[src/rtl/mem_port_arbiter.sv]
// Single-port memory arbiter: requester 0 gets priority, capped by a streak limit;
// the other requesters are served round-robin. A watchdog aborts stalled accesses.
module mem_port_arbiter #(
  parameter int NUM_REQ       = 3,
  parameter int ADDR_W        = 32,
  parameter int MAX_HI_STREAK = 4,
  parameter int TIMEOUT       = 64
) (
  input  logic                      clk,
  input  logic                      reset,
  input  logic [NUM_REQ-1:0]        req_valid,
  input  logic [NUM_REQ*ADDR_W-1:0] req_addr,
  input  logic [NUM_REQ-1:0]        req_we,
  input  logic [NUM_REQ*32-1:0]     req_wdata,
  input  logic [NUM_REQ*4-1:0]      req_wstrb,
  output logic [NUM_REQ-1:0]        req_done,
  output logic [31:0]               rsp_rdata,
  output logic                      rsp_err,
  output logic                      mem_valid,
  output logic [ADDR_W-1:0]         mem_addr,
  output logic                      mem_we,
  output logic [31:0]               mem_wdata,
  output logic [3:0]                mem_wstrb,
  input  logic                      mem_ready,
  input  logic [31:0]               mem_rdata
);
  localparam int GW = $clog2(NUM_REQ);
  localparam int SW = $clog2(MAX_HI_STREAK + 1);
  localparam int CW = $clog2(TIMEOUT + 2);

  typedef enum logic [1:0] {IDLE, BUSY, RESP} state_t;
  state_t state, state_nxt;

  logic [GW-1:0] grant, rr_ptr, lo_win, win;
  logic [SW-1:0] hi_streak;
  logic [CW-1:0] tcnt;
  logic          err_q, any_lo, hi_win, tmo;
  int            rr_c;

  assign any_lo = |req_valid[NUM_REQ-1:1];
  assign hi_win = req_valid[0] && !((32'(hi_streak) == MAX_HI_STREAK) && any_lo);
  assign win    = hi_win ? '0 : lo_win;
  assign tmo    = (TIMEOUT != 0) && ((32'(tcnt) + 32'd1) == 32'(TIMEOUT));

  // Scan low requesters from rr_ptr+1 with wrap over 1..NUM_REQ-1; smallest offset wins.
  always_comb begin
    lo_win = '0;
    rr_c   = 0;
    for (int k = NUM_REQ - 1; k >= 1; k--) begin
      rr_c = int'(rr_ptr) + k;
      if (rr_c >= NUM_REQ) rr_c = rr_c - (NUM_REQ - 1);
      if (req_valid[GW'(rr_c)]) lo_win = GW'(rr_c);
    end
  end

  always_comb begin
    state_nxt = state;
    case (state)
      IDLE:    if (|req_valid) state_nxt = BUSY;
      BUSY:    if (mem_ready || tmo) state_nxt = RESP;
      RESP:    state_nxt = IDLE;
      default: state_nxt = IDLE;
    endcase
  end

  always_comb begin
    req_done = '0;
    if (state == RESP) req_done[grant] = 1'b1;
  end
  assign rsp_err = err_q && (state == RESP);

  always_ff @(posedge clk) begin
    if (reset) begin
      state     <= IDLE;
      grant     <= '0;
      rr_ptr    <= GW'(NUM_REQ - 1);
      hi_streak <= '0;
      tcnt      <= '0;
      mem_valid <= 1'b0;
      mem_addr  <= '0;
      mem_we    <= 1'b0;
      mem_wdata <= '0;
      mem_wstrb <= '0;
      rsp_rdata <= '0;
      err_q     <= 1'b0;
    end else begin
      state <= state_nxt;
      case (state)
        IDLE: begin
          tcnt <= '0;
          if (|req_valid) begin
            grant     <= win;
            mem_valid <= 1'b1;
            mem_addr  <= req_addr[win*ADDR_W +: ADDR_W];
            mem_we    <= req_we[win];
            mem_wdata <= req_wdata[win*32 +: 32];
            mem_wstrb <= req_wstrb[win*4 +: 4];
            if (hi_win) begin
              if (32'(hi_streak) < MAX_HI_STREAK) hi_streak <= hi_streak + 1'b1;
            end else begin
              rr_ptr    <= lo_win;
              hi_streak <= '0;
            end
          end
        end
        BUSY: begin
          tcnt <= tcnt + 1'b1;
          // A ready arriving on the timeout cycle still completes normally.
          if (mem_ready) begin
            mem_valid <= 1'b0;
            rsp_rdata <= mem_we ? 32'd0 : mem_rdata;
            err_q     <= 1'b0;
          end else if (tmo) begin
            mem_valid <= 1'b0;
            rsp_rdata <= 32'd0;
            err_q     <= 1'b1;
          end
        end
        default: ;
      endcase
    end
  end
endmodule

[config.mk]
export PLATFORM = sky130hd
export DESIGN_NAME = mem_port_arbiter
export DESIGN_NICKNAME = d
export VERILOG_FILES = /design/src/rtl/mem_port_arbiter.sv
export SDC_FILE = /design/constraint.sdc
export NUM_CORES = 1
export LEC_CHECK = 0
export ABC_AREA = 1
export CORE_AREA = 2 2 135 137
export DETAILED_ROUTE_END_ITERATION = 10
export DIE_AREA = 0 0 137 139
export GPL_TIMING_DRIVEN = 0
export PLACE_DENSITY = 0.76
export RECOVER_POWER = 25
export SLEW_MARGIN = 20
export SYNTH_ARGS = -nofsm -noshare
export SYNTH_HDL_FRONTEND = slang
export SYNTH_SLANG_ARGS = --single-unit
[constraint.sdc]
create_clock -name clk -period 2.3 [get_ports clk]
set_clock_uncertainty 0.2 [all_clocks]
set_input_delay 0.46 -clock clk [delete_from_list [all_inputs] [get_ports clk]]
set_output_delay 0.46 -clock clk [all_outputs]
set_load 0.02 [all_outputs]
**After elaboration in Yosys (flattened, before gate mapping)**

Cells that the tools add are included.

- Input bits: 245
- Logic and storage cells: 87
- Flip-flop bits (word level): 119

- Multiplexer cells: 31
- Reductions and logical operators: 17
- Magnitude comparators: 8
- Shift operators: 3
- Add/subtract/negate cells: 7
- Bitwise gates (word level): 1
- Eq/ne operators: 8

Operator list:

| cell | number |
|---|---|
| $shiftx 96x8->32 | 2 |
| $mux 32 | 3 |
| $mux 2 | 7 |
| $pmux 7 s2 | 1 |
| $shiftx 12x5->4 | 1 |
| $mux 1 | 11 |
| $mux 3 | 3 |
| $reduce_and 3->1 | 3 |
| $add 7x1->8 const B | 1 |
| $eq 8x7->1 const B | 1 |
| $lt 2x4->1 const B | 2 |
| $add 7x1->7 const B | 1 |
| $bmux 1 s2 | 3 |
| $ge 3x2->1 const B | 2 |
| $lt 2x3->1 const B | 2 |
| $reduce_and 2->1 | 3 |
| $logic_and 1x1->1 | 4 |
| $ne 2x2->1 const B | 2 |
| $pmux 2 s2 | 1 |
| $reduce_bool 2->1 | 2 |
| $sub 2x2->2 const B | 2 |
| $add 2x1->3 const B | 1 |
| $add 2x2->3 const B | 1 |
| $add 3x1->3 const B | 1 |
| other kinds (15) | 15 |

**Depth between registers and ports, before layout**

- Depth after elaboration: 11
- Gate-level depth with buffers: 13
- Depth with buffers taken out: 12

**Worst setup path after synthesis**

OpenSTA, ideal clock, no wires.

- Kind: input-to-reg
- Start: input req_valid[1]
- End: register mem_addr[15]
- Path buffers: 2
- Stages: 9
- Data arrival time: 1.522 ns
- Slack: 0.509 ns
- Required time: 2.030 ns
- Path through: inv_1 nand2_1 nand3_1 nand2_1 nand2_1 clkbuf_2 clkbuf_1 o21ai_0 a21oi_1

- Cells in the longest elaborated chain, start to end: 7
- Elaborated cells on any way between the ends: 16

Ends and longest elaborated chain:

| element | RTL line | source |
|---|---|---|
| start: declaration | 11 | `input logic [NUM_REQ-1:0] req_valid,` |
| $bmux 1 s2 | 52 | `if (req_valid[GW'(rr_c)]) lo_win = GW'(rr_c);` |
| $mux 1 (not written as such) (2 in series) | 52 |  |
| $mux 2 (2 in series) | 52 |  |
| $mux 2 | 42 | `assign win = hi_win ? '0 : lo_win;` |
| $shiftx 96x8->32 | 94 | `mem_addr <= req_addr[win*ADDR_W +: ADDR_W];` |
| end signal: assignment | 94 |  |
| end: declaration | 20 | `output logic [ADDR_W-1:0] mem_addr,` |

Parallel ways exist; a longest one is shown, timed or not. The select of a mux whose other input is x is not followed.
A chain may end at the register's enable or synchronous reset.

**Worst setup path in the final report**

- Start: input req_valid[2]
- End: register mem_addr[12]

The elaborated chain is that of the path after synthesis.

==> impl_metrics.json <==
{
  "status": "completed",
  "vias_per_cell": 4.78,
  "synth_area_um2": 6330,
  "layout_common_cells": "clkdlybuf4s50_1 (301), nand2_1 (230), nor2_1 (180), o21ai_0 (139), inv_1 (119)",
  "report.power.total_mw": 6.97,
  "syn_inst": 1017,
  "dp_hpwl_um": 19500,
  "grt_max_degree": 17,
  "fmax_ghz": 0.457,
  "avgSynthCellArea_um2": 6.23,
  "required_ns": 2.41,
  "startpoint_type": "input port",
  "layout_commonest_cell": "clkdlybuf4s50_1",
  "dieArea_um2": 19000,
  "clk_pin_slew_ns": 0.06,
  "synthToLayoutAreaGrowth_pct": 70.5,
  "worstPathMaxFanout": 10,
  "dp_cells": 1596,
  "worst_slack_ns": 0.114,
  "die_h_um": 139,
  "power_density_nw_per_um2": 645,
  "syn_nets": 1265,
  "max-clock-path-buffers": 2,
  "nets": 1635,
  "yosysWarningCount": 0,
  "finalInstanceArea_um2": 10800,
  "netlist_top_cells_area": "dfxtp_1 (38%), nand2_1 (14%), o21ai_0 (11%)",
  "hold_viol_final": 0,
  "grt-ovfl-total": 0,
  "final_cells": 1631,
  "drc": 0,
  "cts_tree": "built",
  "synth_seq_area_share_pct": 37.6,
  "clk_latency_ns": 0.42,
  "drt_iter0_markers": 344,
  "n_fill_cell": 1654,
  "period_needed_ns": 2.19,
  "power_leakage_nw": 4.94,
  "io-pin-count": 351,
  "worstPathArrival_ns": 2.29,
  "cts.sinks": 119,
  "drtPass1Iterations": 5,
  "grt_pass1_vias": 7506,
  "synth_cell_types": 29,
  "finalCritPeriodShare_pct": 95.1,
  "wirelength_um": 25700,
  "fp.dieW_um": 137,
  "max_slew_margin_pct": 52.9,
  "fp-row-count": 49,
  "root_buffer": "clkbuf_16",
  "tightest_slew_ns": 0.704,
  "antenna_found_initial": 2,
  "core-area_um2": 17700,
  "grt_use_total_pct": 26.5,
  "ys_ff_latch": 119,
  "grt_setup_unrepaired": "yes",
  "crit_path_end_kind": "register",
  "cts_hold_buf": 0,
  "synth_top_area_cell": "dfxtp_1",
  "grt_pass1_wl_um": 38800,
  "hp-class": "register to register",
  "place_ws_ns": -0.730,
  "drive_gt1_share_pct": 7.36,
  "h-tree-depth": 4,
  "critPathKind": "input port to register",
  "detail-route-antenna-nets": 0,
  "placedInstanceArea_um2": 10100,
  "synth_top_area_share_pct": 37.6,
  "vias": 7801,
  "wl_per_cell_um": 15.8,
  "slew_viol_final": 0,
  "setup_viol": 0,
  "start_util_pct": 35.9,
  "drv_cap": 0,
  "numCtsBuffers": 17,
  "irDropWorstVdd_mv": 0.522,
  "port_buffers": 350,
  "routabilityCongestion": 0.934
}
per-layer routing:
| metal | up-vias | routed length [um] | track usage (%) |
|---|---|---|---|
| met4 | 0 | 875 | 11.1 |
| met5 | - | 0 | 0 |
| met2 | 295 | 12900 | 46.2 |
| li1 | 3927 | - | - |
| met1 | 3524 | 9950 | 29.5 |
| met3 | 55 | 1950 | 7.97 |
kinds of logic (layout without fill, tap and decap cells):
family          Yosys count  count (layout)  synth area share (%)
simple gates            473             473                  29.9
compound gates          234             234                  18.8
buf+inv                 188             571                  13.1
flops                   119             119                  37.6
fa+ha+maj                 3               3                 0.593
other cells               0               2                     0
path summary, 6_finish.rpt:
kind,start,to,slack (ns),depth (start not counted)
setup / recovery,req_valid[2],mem_addr[12],0.11,12
hold / removal,err_q,err_q,0.27,2
setup reg to reg,state[1],mem_addr[27],0.19,9
hold reg to reg,err_q,err_q,0.27,2
layout make-up:
class	count	area (um^2)	share of cell area (%)
clock inverter	14	149	1.38
tap	229	287	2.65
sequential	119	2380	22.1
antenna	2	5.00	0.0464
buffer	67	430	3.99
clock buffer	18	439	4.07
timing repair buffer	351	3500	32.4
multi-input combinational	710	3140	29.1
inverter	121	459	4.25
power by group:
| part | internal [mW] | total (mW) | switching [mW] | leakage, nW |
|---|---|---|---|---|
| sequential | 2.25 | 2.35 | 0.0972 | 0.981 |
| clock | 1.63 | 2.68 | 1.05 | 0.279 |
| combinational | 0.931 | 1.94 | 1.01 | 3.68 |
state kept, by name, indices dropped and copies added (netlist names):
signal	cells
mem_wstrb	4
mem_valid	1
hi_streak	3
grant	2
mem_addr	32
rsp_rdata	32
mem_wdata	32
tcnt	7
state	2
rr_ptr	2
mem_we	1
err_q	1
synthesized netlist by cell type:
| cell type | number |
|---|---|
| o21bai_2 | 1 |
| o21a_1 | 1 |
| o211ai_1 | 1 |
| o21ai_2 | 1 |
| buf_4 | 5 |
| a21oi_1 | 86 |
| nand2_2 | 11 |
| o21ai_0 | 143 |
| dfxtp_1 | 119 |
| nand4_1 | 1 |
| clkbuf_2 | 1 |
| nand2_1 | 232 |
| nand3_1 | 42 |
| nor2_2 | 1 |
| buf_2 | 20 |
| or2_2 | 1 |
| buf_1 | 1 |
| nor3_1 | 3 |
| clkbuf_1 | 30 |
| ha_1 | 3 |
| nand2_4 | 1 |
| inv_1 | 120 |
| nor2_1 | 179 |
| nor2_8 | 1 |
| inv_2 | 1 |
| buf_6 | 9 |
| buf_8 | 1 |
| or2_1 | 1 |
| o21bai_1 | 1 |
metrics by stage:
step | TNS [ns] | util [%] | hold slack [ns]
5_1_grt | -0.00137 | 61.1 | 0.288
6_report | 0 | 61.1 | 0.266
4_1_cts | 0 | 60.8 | 0.265
2_1_floorplan | 0 | - | 0.227
3_3_place_gp | -51.91 | 57.3 | 0.246
3_5_place_dp | -54.29 | 57.3 | 0.256
critical path: stages:
cell and delay [ns]:
clkdlybuf4s50_1 0.52, inv_1 0.05, nand2_1 0.12, nand3_1 0.10, nand2_2 0.12, o211ai_1 0.12
inv_2 0.11, buf_8 0.16, buf_2 0.26, nor2_1 0.10, o21ai_0 0.08, a21oi_1 0.08
repair_timing:
item / in CTS / in global routing
buffers inserted: 0 / 1
resized for setup: 15 / 44
cloned: 0 / 0
setup endpoints to repair: 80 / 94
Power figures use the tool's default switching activity.
